--- src/rtl/aes_round_ctrl.sv ---
// AES round sequencer: drives load / key-expansion / cipher-round strobes for
// a single-round datapath and tracks the round constant across NUM_ROUNDS rounds.
module aes_round_ctrl #(
  parameter int NUM_ROUNDS = 10
) (
  input  logic       clk,
  input  logic       nrst,
  input  logic       start_i,
  input  logic [1:0] opcode_i,
  input  logic       hold_i,
  output logic       load_o,
  output logic       key_step_o,
  output logic       enc_step_o,
  output logic       final_round_o,
  output logic [3:0] round_o,
  output logic [7:0] r_con_o,
  output logic       busy_o,
  output logic       key_ready_o,
  output logic       cipher_ready_o,
  output logic       err_o
);

  typedef enum logic [1:0] {IDLE, LOAD, ROUND, DONE} state_t;

  localparam logic [1:0] OP_KEYGEN  = 2'b01;
  localparam logic [1:0] OP_ENCFULL = 2'b10;
  localparam logic [1:0] OP_RSVD    = 2'b11;
  localparam logic [3:0] LAST_RND   = 4'(NUM_ROUNDS);

  state_t     state_q, state_d;
  logic [1:0] op_q, op_d;
  logic [3:0] cnt_q, cnt_d;
  logic [7:0] rcon_q, rcon_d;
  logic       kr_q, kr_d;
  logic       err_q, err_d;

  always_ff @(posedge clk) begin
    if (!nrst) begin
      state_q <= IDLE;
      op_q    <= 2'b00;
      cnt_q   <= 4'd0;
      rcon_q  <= 8'h00;
      kr_q    <= 1'b0;
      err_q   <= 1'b0;
    end else begin
      state_q <= state_d;
      op_q    <= op_d;
      cnt_q   <= cnt_d;
      rcon_q  <= rcon_d;
      kr_q    <= kr_d;
      err_q   <= err_d;
    end
  end

  always_comb begin
    state_d        = state_q;
    op_d           = op_q;
    cnt_d          = cnt_q;
    rcon_d         = rcon_q;
    kr_d           = kr_q;
    err_d          = 1'b0;
    load_o         = 1'b0;
    key_step_o     = 1'b0;
    enc_step_o     = 1'b0;
    final_round_o  = 1'b0;
    round_o        = 4'd0;
    r_con_o        = 8'h00;
    cipher_ready_o = 1'b0;
    case (state_q)
      IDLE: begin
        if (start_i) begin
          if (opcode_i == OP_KEYGEN || opcode_i == OP_ENCFULL) begin
            op_d    = opcode_i;
            state_d = LOAD;
          end else if (opcode_i == OP_RSVD) begin
            err_d = 1'b1;
          end
        end
      end
      LOAD: begin
        load_o  = 1'b1;
        kr_d    = 1'b0;
        cnt_d   = 4'd1;
        rcon_d  = 8'h01;
        state_d = ROUND;
      end
      ROUND: begin
        round_o       = cnt_q;
        r_con_o       = rcon_q;
        final_round_o = (cnt_q == LAST_RND);
        if (!hold_i) begin
          key_step_o = 1'b1;
          enc_step_o = (op_q == OP_ENCFULL);
          if (cnt_q == LAST_RND) begin
            state_d = DONE;
          end else begin
            cnt_d  = cnt_q + 4'd1;
            // xtime in GF(2^8): the key schedule's next round constant
            rcon_d = {rcon_q[6:0], 1'b0} ^ (rcon_q[7] ? 8'h1B : 8'h00);
          end
        end
      end
      DONE: begin
        kr_d           = 1'b1;
        cipher_ready_o = (op_q == OP_ENCFULL);
        state_d        = IDLE;
      end
      default: state_d = IDLE;
    endcase
  end

  // kr_q still reads 1 during LOAD; mask it so the level drops exactly there
  assign key_ready_o = (kr_q && state_q != LOAD) || state_q == DONE;
  assign busy_o      = (state_q != IDLE);
  assign err_o       = err_q;

endmodule

--- config.mk ---
export PLATFORM = sky130hd
export DESIGN_NAME = aes_round_ctrl
export DESIGN_NICKNAME = d
export VERILOG_FILES = /design/src/rtl/aes_round_ctrl.sv
export SDC_FILE = /design/constraint.sdc
export NUM_CORES = 1
export LEC_CHECK = 0
export CORE_ASPECT_RATIO = 0.6
export CORE_MARGIN = 3
export CORE_UTILIZATION = 49
export DETAILED_ROUTE_END_ITERATION = 10
export PLACE_DENSITY = 0.9
export RECOVER_POWER = 100
export SYNTH_ARGS = -nofsm -noshare
export SYNTH_HDL_FRONTEND = slang
export SYNTH_SLANG_ARGS = --single-unit
--- constraint.sdc ---
create_clock -name clk -period 2.2 [get_ports clk]
set_input_delay 0.33 -clock clk [delete_from_list [all_inputs] [get_ports clk]]
set_output_delay 0.33 -clock clk [all_outputs]
set_load 0.005 [all_outputs]
; ---- After elaboration in Yosys (flattened, before gate mapping)
; Index checks and enable logic that the tools add are counted.
[totals]
reg_bits = 18
out_inout_bits = 20
wordCells = 59
[classes]
addsub = 1
eq_ne = 14
muxes = 23
n_bitwise = 4
n_reduce_logical = 11
[op_table]
columns = cell, count
row1 = $mux W8, 3
row2 = $pmux W8 S2, 1
row3 = $mux W4, 3
row4 = $eq A2 B2 Y1 const B, 5
row5 = $ne A2 B2 Y1 const B, 5
row6 = $mux W1, 8
row7 = $mux W2, 4
row8 = $pmux W2 S4, 1
row9 = $pmux W4 S2, 1
row10 = $xor A8 B5 Y8, 1
row11 = $reduce_and A3 Y1, 2
row12 = $reduce_bool A2 Y1, 3
row13 = $mux W5, 1
row14 = $add A4 B1 Y4 const B, 1
row15 = $eq A2 B1 Y1 const B, 2
row16 = $eq A4 B4 Y1 const B, 1
row17 = $reduce_and A4 Y1, 1
row18 = $reduce_or A4 Y1, 1
row19 = $not A1 Y1, 3
row20 = $logic_not A2 Y1, 1
row21 = $logic_or A1 B1 Y1, 2
row22 = $ne A2 B1 Y1 const B, 1
row23 = $pmux W1 S2, 1
row24 = $logic_and A1 B1 Y1, 1

; ---- Depth between registers and ports, before layout
; Gate-level depths: netlist of run 1.
[logic_depth]
word_depth = 5
ltp_mapped = 7

; ---- Worst setup path before layout of run 1
; OpenSTA, ideal clock, no wires.
[synth_path]
path_type = reg2reg
from = reg state_q[0]
to = reg state_q[1]
arrival_ns = 1.524
required_ns = 2.128
path_slack_ns = 0.605
stages_incl_launch_ff = 7
path_buffers = 1
period_less_slack_ns = 1.595
path_cell_list = dfxtp_1 inv_1 ha_1 buf_2 and2_1 a2111oi_4 mux2i_1
[synth_via]
elab_chain_len = 3
elab_cells_between_ends = 10
cone_classes = eq/ne: 7 / mux: 1 / reduce/logical: 2
[synth_lines]
columns = item, line
row1 = "start, declared", 30  ; state_t state_q, state_d;
row2 = "start signal, assigned", 46  ; state_q <= state_d;
row3 = $eq A2 B2 Y1 / $logic_not A2 Y1 (equally long branches), 69  ; case (state_q)
row4 = $ne A2 B2 Y1 (no source line), --
row5 = $reduce_and A4 Y1 (no source line), --
; Several ways; a longest one is shown, not always the timed one.
; A chain may end at the register's enable or synchronous reset.

; ---- Worst setup path after layout of run 1
[layout_path]
from = reg cnt_q[0]
to = out final_round_o
[layout_via]
elab_chain_len = 2
[layout_lines]
columns = item, line
row1 = "start, declared", 32  ; logic [3:0] cnt_q, cnt_d;
row2 = "start signal, assigned", 48  ; cnt_q <= cnt_d;
row3 = $eq A4 B4 Y1, 90  ; final_round_o = (cnt_q == LAST_RND);
row4 = $mux W1, 69
row5 = "end, declared", 14  ; output logic final_round_o,
; No other way between the ends.

==> metrics.md, run 1 <==
| Metric | Value |
|---|---|
| Post-DRT Antenna Nets | `0` |
| Row cnt | `12` |
| Diode count | `0` |
| Synth area leader | `dfxtp_1` |
| Routed Wire Length | `around 2500 µm` |
| Ports | `26` |
| Hpwl dp | `1910 µm` |
| Cts bufs inserted | `3` |
| Unique masters post-synth | `32` |
| Worst slack, placed | `around 0.11 ns` |
| Layout Area Growth over Synthesis | `26.2%` |
| Worst Path Arrival | `about 1.8 ns` |
| Ys Warns | `0` |
| Die height | `roughly 43 µm` |
| Total Negative Setup Slacks | `0 ns` |
| Largest net degree at the start of global routing | `20` |
| Unrepaired setup endpoints after global routing | `false` |
| Synth Net Count | `138` |
| Pwr Density | `788 nW/µm²` |
| Via density | `between 5 and 6` |
| Total Nets Final | `around 160` |
| Startpoint Class | `flip-flop` |
| Port bufs | `25` |
| Cts repair resizes | `0` |
| Delay of the slowest critical-path stage | `0.44 ns` |
| Core area | `just over 2000 µm²` |
| Seq cells post-synth | `18` |
| Share of layout cells above drive strength 1 | `0.0764` |
| Final setup viols | `0` |
| Starting Density | `0.560` |
| Global-route wire length before repair | `between 3000 and 4000 µm` |
| Worst skew pair latency | `0.25 ns` |
| Post-CTS setup buffers | `0` |
| Die ar. | `just under 3000 µm²` |
| Status | `completed` |
| Slowest stage cell, crit path | `clkdlybuf4s50_1` |
| Avg Cell Area, Syn | `between 9 and 10 µm²` |
| Crit end category | `output port` |
| # hold bufs at CTS | `0` |
| Post-Syn Instances | `approximately 120` |
| Design Area, Final | `1420 µm²` |
| Fin crit period | `slightly above 2 ns` |
| Cell area after synthesis | `1130 µm²` |
| RePlAce Congestion | `0.791` |
| Sink Count | `18` |
| Final std cells w/o fill | `172` |
| Relative slew slack | `0.573` |
| Routed len/inst | `between 10 and 15 µm` |
| Final WS setup | `0.124 ns` |
| TritonCTS clock tree | `built` |
| Number of global-route vias before repair | `between 800 and 900` |
| Max-slew violations | `0` |
| Placed Area | `1370 µm²` |
| Share of the synthesized area in the top cell type | `0.320` |
| Final Hold Fails | `0` |
| Worst Path Required | `approximately 1.9 ns` |
| Post-synth top flop | `dfxtp_1` |
| Crit Path Class | `flip-flop to output port` |
| Fmax | `slightly below 500 MHz` |
| Gr usage total | `0.181` |
| Register area share after synthesis | `0.320` |
| Root Buffer | `clkbuf_8` |
| Via count | `roughly 920` |
| Bufs on Longest Clock Path | `2` |
| Remaining Overflow, GRT | `0` |
| Top-count cell post-synth | `dfxtp_1` |
| EDFF count, synth | `0` |
| Placed insts | `168` |
| End-of-flow core utilization | `0.706` |
| Hold WC Path Type | `flip-flop to flip-flop` |
| CTS H-tree lvls | `1` |
| Initial antenna violation count | `0` |
| Clock Pin Slew Worst Setup and Hold Paths | `about 0.07 ns` |
| Pleak | `~0.56 nW` |
| DRC viols | `0` |
| Synth top cells by count | `dfxtp_1 (18), and2_1 (14), o211ai_1 (11)` |
| Max_cap viols | `0` |
| Die W | `around 68 µm` |
| Initial DRC Count | `69` |
| Async SR Flop Fraction | `0` |
| Delay-heaviest family, CP | `buffers and inverters` |
| Slew @ Worst Pin | `around 0.64 ns` |
| CP bufs+invs | `2` |
| Max rail drop VDD | `roughly 0.45 mV` |
| Post-Route Skew | `0.00382 ns` |
| Top post-synthesis cells by area | `dfxtp_1 (32%), ha_1 (8.9%), and2_1 (7.8%)` |
| CP Cell Sequence | `inv_1, ha_1, and3b_1, and2_0, clkdlybuf4s50_1` |
| Drt pass-1 iters | `4` |
| Final period utilization | `0.943` |
| Crit path max fanout | `4` |
[layout by cell type (no fill, tap or decap), drive strengths merged]
| cell | instances |
|---|---|
| o211ai | 11 |
| nand2b | 2 |
| and3b | 2 |
| a2111oi | 1 |
| o311a | 3 |
| dfxtp | 18 |
| buf | 3 |
| nand3b | 1 |
| o31a | 1 |
| nor2b | 5 |
| o21a | 3 |
| a21boi | 9 |
| or4 | 1 |
| a21oi | 1 |
| clkdlybuf4s50 | 18 |
| or3 | 1 |
| clkbuf | 6 |
| and4 | 1 |
| dlygate4sd3 | 7 |
| nand2 | 2 |
| mux2i | 3 |
| and2 | 14 |
| xor2 | 3 |
| ha | 8 |
| nand4 | 1 |
| o21ai | 1 |
| mux2 | 1 |
| inv | 8 |
| nand3 | 8 |
| nor3b | 1 |
[worst paths after layout]
| path | start | end | slack [ns] | cells after the start |
|---|---|---|---|---|
| max | cnt_q[0] | final_round_o | 0.12 | 5 |
| min | rcon_q[1] | rcon_q[2] | 0.51 | 2 |
| max reg2reg | cnt_q[0] | cnt_q[2] | 0.26 | 6 |
| min reg2reg | rcon_q[1] | rcon_q[2] | 0.51 | 2 |
[registers in the layout (all words and copies together) (netlist names)]
name and flops:
cnt_q 4, rcon_q 8, op_q 2, state_q 2, err_o 1, kr_q 1
[report_power, final]
group	internal [mW]	leakage [nW]	switching (mW)	total (mW)
clock network	0.159	0.0288	0.111	0.271
logic	0.206	0.386	0.232	0.438
registers	0.367	0.146	0.0439	0.411
[final cells by class]
| cell class | count | area [µm²] |
|---|---|---|
| Multi-Input combinational cell | 84 | 661 |
| Fill cell | 158 | 591 |
| Sequential cell | 18 | 360 |
| Timing Repair Buffer | 30 | 280 |
| Clock buffer | 4 | 55.1 |
| Tap cell | 28 | 35.0 |
| Inverter | 8 | 30.0 |
[cells by family (layout without fill, tap and decap cells)]
| logic type | after synthesis | after routing | synth area share |
|---|---|---|---|
| flops | 18 | 18 | 0.320 |
| simple gates | 39 | 39 | 0.217 |
| mux | 4 | 4 | 0.0367 |
| compound gates | 30 | 30 | 0.221 |
| fa+ha+maj | 8 | 8 | 0.0889 |
| buf+inv | 22 | 42 | 0.0933 |
| xor+xnor | 3 | 3 | 0.0233 |
[tightest hold or removal path: stages (launching register included)]
cell      delay, ns
dfxtp_1        0.33
nand3_1        0.06
a21boi_0       0.07
[metrics by stage]
stage | power (mW) | hold WS, ns
final | 1.12 | 0.510
after detailed placement | 0.884 | 0.501
after CTS | 1.15 | 0.512
after global placement | 0.862 | 0.479
after global routing | 1.20 | 0.540
after floorplan | 0.718 | 0.461
[per-layer routing]
| metal | GRT usage | vias up | part of all wire |
|---|---|---|---|
| li1 | - | 468 | - |
| met1 | 0.252 | 423 | 0.49 |
| met2 | 0.259 | 30 | 0.44 |
| met3 | 0.0741 | 2 | 0.069 |
| met4 | 0.0395 | 0 | 0.0052 |
| met5 | 0 | - | 0 |
Power figures use the tool's default switching activity.
==> run 2: changes to the inputs <==
--- a/config.mk
+++ b/config.mk
@@ -7,9 +7,11 @@
 export LEC_CHECK = 0
 export CORE_ASPECT_RATIO = 0.6
 export CORE_MARGIN = 3
-export CORE_UTILIZATION = 49
+export CORE_UTILIZATION = 50
 export DETAILED_ROUTE_END_ITERATION = 10
-export PLACE_DENSITY = 0.9
+export DONT_BUFFER_PORTS = 1
+export MAX_ROUTING_LAYER = met4
+export PLACE_DENSITY = 0.8
 export RECOVER_POWER = 100
 export SYNTH_ARGS = -nofsm -noshare
 export SYNTH_HDL_FRONTEND = slang
==> constraint.sdc (replaced) <==
create_clock -name clk -period 1.8 [get_ports clk]
set_input_delay 0.27 -clock clk [delete_from_list [all_inputs] [get_ports clk]]
set_output_delay 0.27 -clock clk [all_outputs]
set_load 0.005 [all_outputs]
==> run 2 against run 1 <==
Compared with the run above: die area down 1.8%; global-route usage grew 0.99 points; cell count fell by 14%; first-iteration DRC count is 43% lower; count of clock-buffer cells in the layout unchanged; critical path type unchanged; sequential share of layout area is 5.0 points higher; non-clock buffer count is 24 lower; sequential power rose by 20%; clock power rose by 27%; register-to-register slack got worse by 0.13 ns.
==> metrics.md, run 2 (same netlist as run 1, synthesis figures left out) <==
| Metric | Value |
|---|---|
| FF/Latch Area | `roughly 360 µm²` |
| Worst Path Required | `between 1.5 and 2 ns` |
| Total Negative Setup Slacks | `0 ns` |
| Cts bufs inserted | `3` |
| Via count | `884` |
| Placed Area | `1120 µm²` |
| Final WS setup | `~0.065 ns` |
| End-of-flow core utilization | `0.603` |
| Clock Pin Slew Worst Setup and Hold Paths | `0.07 ns` |
| Hold WC Path Type | `input pin to flip-flop` |
| Starting Density | `0.568` |
| RePlAce Congestion | `roughly 0.79` |
| Ports | `26` |
| Remaining Overflow, GRT | `0` |
| Unrepaired setup endpoints after global routing | `false` |
| Delay of the slowest critical-path stage | `around 0.35 ns` |
| Largest net degree at the start of global routing | `20` |
| Multi-input gate area | `roughly 680 µm²` |
| Sink Count | `18` |
| Final Hold Fails | `0` |
| TritonCTS clock tree | `built` |
| WHS | `0.131 ns` |
| Die ar. | `around 2900 µm²` |
| Final setup viols | `0` |
| Crit path max fanout | `10` |
| Global-route wire length before repair | `around 4000 µm` |
| Delay-heaviest family, CP | `simple AND/OR/NAND/NOR gates` |
| Die height | `42.8 µm` |
| Port bufs | `0` |
| Max-slew violations | `0` |
| Gr usage total | `0.191` |
| Max_cap viols | `0` |
| Via density | `5.97` |
| Bufs on Longest Clock Path | `2` |
| Max rail drop VDD | `0.680 mV` |
| Initial antenna violation count | `0` |
| Pleak | `0.465 nW` |
| Most frequent cells in the layout | `dfxtp_1 (16), o211ai_1 (11), and2_0 (10)` |
| Row cnt | `12` |
| Slew @ Worst Pin | `around 0.34 ns` |
| CTS H-tree lvls | `1` |
| # hold bufs at CTS | `0` |
| Most common cell after layout, fill and taps aside | `dfxtp_1` |
| Root Buffer | `clkbuf_8` |
| Crit Path Class | `flip-flop to output port` |
| Largest regs | `rcon_q: 8 flops, cnt_q: 4 flops` |
| Share of layout cells above drive strength 1 | `0.142` |
| Relative slew slack | `0.772` |
| Pwr Density | `~1100 nW/µm²` |
| CP Cell Sequence | `inv_1, ha_2, and3b_2, buf_4, and2_1` |
| Layout Area Growth over Synthesis | `6.11%` |
| Worst Path Arrival | `roughly 1.5 ns` |
| Core area | `about 2000 µm²` |
| Status | `completed` |
| Slowest stage cell, crit path | `dfxtp_2` |
| Worst slack, placed | `~0.12 ns` |
| Drt pass-1 iters | `4` |
| Worst skew pair latency | `0.26 ns` |
| Fill cell count | `187` |
| Routed len/inst | `16.6 µm` |
| Startpoint Class | `flip-flop` |
| Number of global-route vias before repair | `844` |
| Routed Wire Length | `around 2500 µm` |
| Total Nets Final | `~140` |
| Fin crit period | `1.73 ns` |
| Initial DRC Count | `39` |
| Final period utilization | `0.964` |
| Design Area, Final | `between 1000 and 1500 µm²` |
| Max reg flops | `8` |
| Post-Route Skew | `between 0.001 and 0.0015 ns` |
| CP bufs+invs | `2` |
| Fmax | `approximately 580 MHz` |
| DRC viols | `0` |
| Crit end category | `output port` |
| Post-DRT Antenna Nets | `0` |
| Die W | `approximately 67 µm` |
| Largest Register | `rcon_q` |
| Hpwl dp | `about 1800 µm` |
| Diode count | `0` |
==> run 2: cell count changes in the layout (fill, tap and decap cells not counted), sizes merged <==
cell           delta
clkdlybuf4s50    -18
dlygate4sd3       -7
clkbuf            +1
==> run 2: what timing repair did <==
item | in CTS | in global routing
resized for setup | 3 | 4
pin swaps | 0 | 0
endpoints found under the setup margin | 2 | 13
gates cloned | 0 | 0
setup buffers | 0 | 1
==> run 2: through the flow <==
step	total power, mW	cells
4_1_cts	1.36	147
6_report	1.34	148
3_5_place_dp	1.01	143
3_3_place_gp	0.972	143
2_1_floorplan	0.878	124
5_1_grt	1.43	148
==> run 2: cell type report <==
class,count,area share
clock buffer,4,0.0461
inverter,8,0.0251
multi-input combinational,84,0.566
sequential,18,0.304
tap,28,0.0293
timing repair buffer,6,0.0293
==> run 2: worst register-to-register path, stage by stage (launching register included) <==
cell,delay (ns)
dfxtp_2,0.35
inv_1,0.08
ha_2,0.20
and3b_2,0.23
buf_4,0.15
or4_1,0.46
a21boi_1,0.13
==> run 2: final timing paths <==
check,cells after the start,endpoint,slack [ns],startpoint
worst max register to register,6,cnt_q[2],0.13,cnt_q[0]
worst min-delay path,1,kr_q,0.13,nrst
worst min register to register,2,state_q[1],0.50,state_q[1]
worst max-delay path,5,final_round_o,0.07,cnt_q[0]
==> run 2: where the power goes <==
group / total, mW / switching, mW / internal, mW
Combinational: 0.510 / 0.304 / 0.206
Clock: 0.343 / 0.148 / 0.195
Sequential: 0.492 / 0.0395 / 0.452
Total: 1.34 / 0.492 / 0.853
==> run 2: per-layer routing <==
metal / GRT usage / routed length, µm / part of all wire
met1: 0.243 / 1150 / 0.47
met2: 0.287 / 1140 / 0.46
met3: 0.0661 / 152 / 0.062
met4: 0.0524 / 17 / 0.0069
met5: - / 0 / 0
